## src/rtl/dmem_arbiter.sv

```systemverilog
`timescale 1ns/1ps
`default_nettype none
// ============================================================================
// Module   : dmem_arbiter
// Brief    : Two-master arbiter sharing the single data-memory port.
// Revision : 1.0  initial release
// ============================================================================
module dmem_arbiter #(
    parameter int AW         = 30,
    parameter int TIMEOUT    = 255,
    parameter int FIXED_PRIO = 0
) (
    input  logic              clk,
    input  logic              reset,
    input  logic [1:0]        m_req,
    input  logic [1:0]        m_wen,
    input  logic [2*AW-1:0]   m_addr,
    input  logic [63:0]       m_wdata,
    input  logic [7:0]        m_bsel,
    output logic [31:0]       m_rdata,
    output logic [1:0]        m_ready,
    output logic [1:0]        m_err,
    output logic              mem_ren,
    output logic              mem_wen,
    output logic [AW-1:0]     mem_addr,
    output logic [31:0]       mem_wdata,
    output logic [3:0]        mem_bsel,
    input  logic [31:0]       mem_rdata,
    input  logic              mem_ready,
    output logic [1:0]        grant,
    output logic              busy
);

    localparam int               CNT_W    = (TIMEOUT > 0) ? $clog2(TIMEOUT + 1) : 1;
    localparam logic [CNT_W-1:0] CNT_LAST = CNT_W'((TIMEOUT > 0) ? TIMEOUT - 1 : 0);
    localparam logic [CNT_W-1:0] CNT_ONE  = CNT_W'(1);

    typedef enum logic [1:0] {
        ST_IDLE   = 2'd0,
        ST_ACCESS = 2'd1,
        ST_RESP   = 2'd2
    } state_t;

    state_t            state_q, state_d;
    logic              last_q, last_d;
    logic              owner_q, owner_d;
    logic              wen_q, wen_d;
    logic              err_q, err_d;
    logic [AW-1:0]     addr_q, addr_d;
    logic [31:0]       wdata_q, wdata_d;
    logic [31:0]       rdata_q, rdata_d;
    logic [3:0]        bsel_q, bsel_d;
    logic [CNT_W-1:0]  cnt_q, cnt_d;

    logic              pick;
    logic              timeout_hit;
    logic [1:0]        owner_onehot;

    // Ties go to the master that did not win last time unless priority is fixed.
    always_comb begin
        pick = 1'b0;
        case (m_req)
            2'b01:   pick = 1'b0;
            2'b10:   pick = 1'b1;
            2'b11:   pick = (FIXED_PRIO != 0) ? 1'b0 : ~last_q;
            default: pick = 1'b0;
        endcase
    end

    assign timeout_hit  = (TIMEOUT != 0) && (cnt_q == CNT_LAST);
    assign owner_onehot = owner_q ? 2'b10 : 2'b01;

    always_comb begin
        state_d = state_q;
        last_d  = last_q;
        owner_d = owner_q;
        wen_d   = wen_q;
        err_d   = err_q;
        addr_d  = addr_q;
        wdata_d = wdata_q;
        rdata_d = rdata_q;
        bsel_d  = bsel_q;
        cnt_d   = cnt_q;

        case (state_q)
            ST_IDLE: begin
                if (|m_req) begin
                    owner_d = pick;
                    last_d  = pick;
                    wen_d   = pick ? m_wen[1]          : m_wen[0];
                    addr_d  = pick ? m_addr[2*AW-1:AW] : m_addr[AW-1:0];
                    wdata_d = pick ? m_wdata[63:32]    : m_wdata[31:0];
                    bsel_d  = pick ? m_bsel[7:4]       : m_bsel[3:0];
                    cnt_d   = '0;
                    state_d = ST_ACCESS;
                end
            end
            ST_ACCESS: begin
                // A ready arriving on the timeout cycle still counts as success.
                if (mem_ready) begin
                    if (!wen_q) begin
                        rdata_d = mem_rdata;
                    end
                    err_d   = 1'b0;
                    state_d = ST_RESP;
                end else if (timeout_hit) begin
                    err_d   = 1'b1;
                    state_d = ST_RESP;
                end else begin
                    cnt_d = cnt_q + CNT_ONE;
                end
            end
            ST_RESP: begin
                state_d = ST_IDLE;
            end
            default: begin
                state_d = ST_IDLE;
            end
        endcase
    end

    always_ff @(posedge clk or posedge reset) begin
        if (reset) begin
            state_q <= ST_IDLE;
            last_q  <= 1'b1;
            owner_q <= 1'b0;
            wen_q   <= 1'b0;
            err_q   <= 1'b0;
            addr_q  <= '0;
            wdata_q <= '0;
            rdata_q <= '0;
            bsel_q  <= '0;
            cnt_q   <= '0;
        end else begin
            state_q <= state_d;
            last_q  <= last_d;
            owner_q <= owner_d;
            wen_q   <= wen_d;
            err_q   <= err_d;
            addr_q  <= addr_d;
            wdata_q <= wdata_d;
            rdata_q <= rdata_d;
            bsel_q  <= bsel_d;
            cnt_q   <= cnt_d;
        end
    end

    // Strobes decode straight from the registered state so reset kills them at once.
    assign mem_ren   = (state_q == ST_ACCESS) && !wen_q;
    assign mem_wen   = (state_q == ST_ACCESS) &&  wen_q;
    assign mem_addr  = addr_q;
    assign mem_wdata = wdata_q;
    assign mem_bsel  = bsel_q;
    assign m_rdata   = rdata_q;
    assign m_ready   = (state_q == ST_RESP) ? owner_onehot : 2'b00;
    assign m_err     = ((state_q == ST_RESP) && err_q) ? owner_onehot : 2'b00;
    assign grant     = (state_q != ST_IDLE) ? owner_onehot : 2'b00;
    assign busy      = (state_q != ST_IDLE);

endmodule
`default_nettype wire

```

## config.mk

```make
export PLATFORM = sky130hd
export DESIGN_NAME = dmem_arbiter
export DESIGN_NICKNAME = d
export VERILOG_FILES = /design/src/rtl/dmem_arbiter.sv
export SDC_FILE = /design/constraint.sdc
export NUM_CORES = 1
export LEC_CHECK = 0
export CAP_MARGIN = 5
export CORE_MARGIN = 2
export CORE_UTILIZATION = 39
export CTS_CLUSTER_SIZE = 25
export DETAILED_ROUTE_END_ITERATION = 7
export HOLD_SLACK_MARGIN = 0.12
export PLACE_DENSITY = 0.8
export SLEW_MARGIN = 20
export SYNTH_ARGS = -nofsm -noshare
export SYNTH_HDL_FRONTEND = slang
export SYNTH_SLANG_ARGS = --single-unit
export TNS_END_PERCENT = 30
```

## constraint.sdc

```tcl
create_clock -name clk -period 5.7 [get_ports clk]
set_clock_uncertainty 0.05 [all_clocks]
set_input_delay 1.71 -clock clk [delete_from_list [all_inputs] [get_ports clk]]
set_output_delay 1.71 -clock clk [all_outputs]
set_load 0.03 [all_outputs]
```

==> results_dict.tcl <==
set metrics [dict create \
    rsz0062_at_grt "no" \
    wire_per_inst_um 16.3 \
    r2r_slack_ns 3.72 \
    synth_ff_type "dfrtp_1" \
    worstSkewPairLatency_ns 0.34 \
    htree_levels 3 \
    reg2reg_from "last_q" \
    hold_path.class "flip-flop to flip-flop" \
    finalHoldViolations 0 \
    setup_tns_ns 0 \
    grt_pass1_wl_um 22500 \
    antenna_found_initial 0 \
    fmax_mhz 271 \
    synth_top_area_share_pct 53.8 \
    first_pass_iters 4 \
    seq_area_frac_synth_pct 54.3 \
    drv_slew 0 \
    viasPerCell 4.74 \
    root_buffer "clkbuf_16" \
    place.gp.congestion 0.811 \
    yosysTopAreaCell "dfrtp_1" \
    setup_viol 0 \
    min_to "mem_wdata[16]" \
    dp_hpwl_um 10900 \
    initial_core_util_pct 39.5 \
    peakVddDrop_mv 0.264 \
    cp_cell_sequence "and2b_1 -> and2_1 -> clkdlybuf4s50_1" \
    gr-total-overflow 0 \
    core_sq_mm 0.0131 \
    worstSetupPathType "flip-flop to primary output" \
    cp.required_ns 3.94 \
    worstReg2RegEnd "mem_addr[7]" \
    cts.path.max_buffers 2 \
    grt_pass1_vias 4208 \
    post_cts_buffers 0 \
    nNetsFinal 872 \
    drt_iter0_markers 183 \
    io_buffers 277 \
    antenna_cells 0 \
    period_share_pct 64.7 \
    cp-end-kind "primary output" \
    hold_path_depth 2 \
    max_slew_margin_pct 45.7 \
    drcViolationCount 0 \
    ctsHoldBuffers 0 \
    worstMarginPinSlew_ns 0.811 \
    power.density_mw_per_mm2 542 \
    drive_above_1_share_pct 9.09 \
    power_leakage_nw 3.56 \
    worstSetupStartpointType "flip-flop" \
    status "complete, no violations" \
    via_count 4174 \
    dieArea_sq_mm 0.0142 \
    cts_tree "done" \
    ios 278 \
    cts-buffers-inserted 9 \
    arrival_ns 1.93 \
    synth_cell_type_count 37 \
    path_clk_slew_ns 0.07 \
    dieWidth_um 119 \
    clock_sinks 112 \
    yosysWarnings 0 \
    ant_nets 0 \
    cts_resized 0 \
    netlist_top_cells_area "dfrtp_1 (54%), mux2i_1 (13%), mux2_4 (8.7%)" \
    worstRegToRegCells 4 \
    placementRows 42 \
    period_needed_ns 3.69 \
    syn_area_sq_mm 0.00517 \
    max-cap-violations 0 \
    syn_to_final_growth_pct 60.6 \
    critical_path.max_fanout 8 \
    track_usage_pct 20.1 \
    syn_area_per_cell_sq_um 11.8 \
    synth-edff-count 0 \
    syn_inst 437 \
    grt_max_degree 103 \
    max_stage_delay_ns 0.66 \
    synth_seq_cells 112 \
    cp_slowest_cell "clkdlybuf4s50_1" \
    wl_um 14300 \
    hp-start "mem_wdata[16]" \
    die-height_um 119 \
    power_mw 4.50 \
    syn_nets 610 \
    ys_async_sr_fraction_pct 100 \
]
worst max-delay path, delay by kind of cell, from the launching register on:
kind	cells	cell delay, ns
buffers and inverters	1	0.66
AND/OR/NAND/NOR	2	0.52
flip-flops	1	0.41
report_power, final:
group	switching (mW)	leakage [nW]	total [mW]	internal [mW]
Combinational	1.38	2.04	2.49	1.11
Clock	0.279	0.145	0.616	0.337
Sequential	0.220	1.37	1.39	1.17
Total	1.88	3.56	4.50	2.62
layout by cell type, fill, tap and decap left out, drive strengths merged:
| cell | count |
|---|---|
| a211oi | 1 |
| a21boi | 1 |
| a21oi | 8 |
| a22o | 1 |
| a31oi | 7 |
| a41oi | 2 |
| and2 | 3 |
| and2b | 1 |
| and3 | 3 |
| and4 | 1 |
| buf | 4 |
| bufinv | 1 |
| clkbuf | 9 |
| clkdlybuf4s50 | 277 |
| clkinv | 5 |
| clkinvlp | 1 |
| dfrtp | 111 |
| dfstp | 1 |
| ha | 2 |
| inv | 3 |
| mux2 | 32 |
| mux2i | 69 |
| nand2 | 75 |
| nand2b | 1 |
| nand3 | 3 |
| nor2 | 6 |
| nor2b | 3 |
| o21a | 3 |
| o21ai | 69 |
| or2 | 1 |
sequential cells by signal (all words and copies together), names as in the netlist:
register   count
last_q         1
mem_wdata     32
mem_addr      30
owner_q        1
m_rdata       32
err_q          1
state_q        2
wen_q          1
cnt_q          8
mem_bsel       4
logic make-up after synthesis:
logic type | Yosys count | synth area share (%)
flip-flops | 112 | 54.3
multiplexers | 101 | 22.5
AND/OR/NAND/NOR | 97 | 8.18
AO/OA/AOI/OAI | 92 | 9.98
buffers and inverters | 33 | 4.58
adder cells (fa/ha/maj) | 2 | 0.484
per-layer routing:
metal | up-vias | global-route usage (%) | part of all wire, %
li1 | 2036 | - | -
met1 | 1922 | 24.9 | 40
met2 | 196 | 34.1 | 50
met3 | 20 | 5.08 | 7.7
met4 | 0 | 7.07 | 2.2
met5 | - | 0 | 0
through the flow:
stage | hold WS (ns) | instance area, sq um | std cells | utilization [%] | setup WS [ns]
after floorplan | 0.401 | 5170 | 437 | - | 0.983
after global placement | 0.411 | 8010 | 864 | 61.2 | 1.77
after detailed placement | 0.419 | 8010 | 864 | 61.2 | 1.73
after CTS | 0.436 | 8300 | 880 | 63.4 | 1.98
after global routing | 0.456 | 8300 | 880 | 63.4 | 1.91
final | 0.430 | 8300 | 880 | 63.4 | 2.01
final cells by class:
class	count	area, sq um
Inverter	3	13.8
Clock buffer	9	225
Multi-Input combinational cell	292	2150
Fill cell	1006	4790
Timing Repair Buffer	281	2830
Clock inverter	7	62.6
Tap cell	176	220
Sequential cell	112	2800
cell usage after synthesis (2+ instances only):
| cell | number |
|---|---|
| mux2_2 | 2 |
| nand2_1 | 75 |
| mux2i_1 | 69 |
| and3_1 | 2 |
| nor2_2 | 2 |
| o21ai_0 | 49 |
| inv_1 | 3 |
| buf_2 | 6 |
| mux2_4 | 30 |
| nand3_1 | 3 |
| nor2b_1 | 3 |
| buf_6 | 5 |
| buf_4 | 5 |
| ha_1 | 2 |
| o21ai_1 | 19 |
| buf_12 | 3 |
| clkbuf_1 | 10 |
| dfrtp_1 | 111 |
| and2_1 | 2 |
| a21oi_1 | 8 |
| nor2_1 | 4 |
| o21a_1 | 3 |
| a31oi_1 | 6 |
| a41oi_1 | 2 |
worst max-delay path by stage:
stage / startpoint / to
2_1_floorplan: reset / cnt_q[0]
3_3_place_gp: m_req[1] / mem_addr[14]
3_5_place_dp: m_req[1] / mem_addr[14]
4_1_cts: state_q[1] / mem_wen
5_1_grt: state_q[1] / mem_wen
6_report: state_q[1] / mem_wen
(Power assumes the default switching activity.)
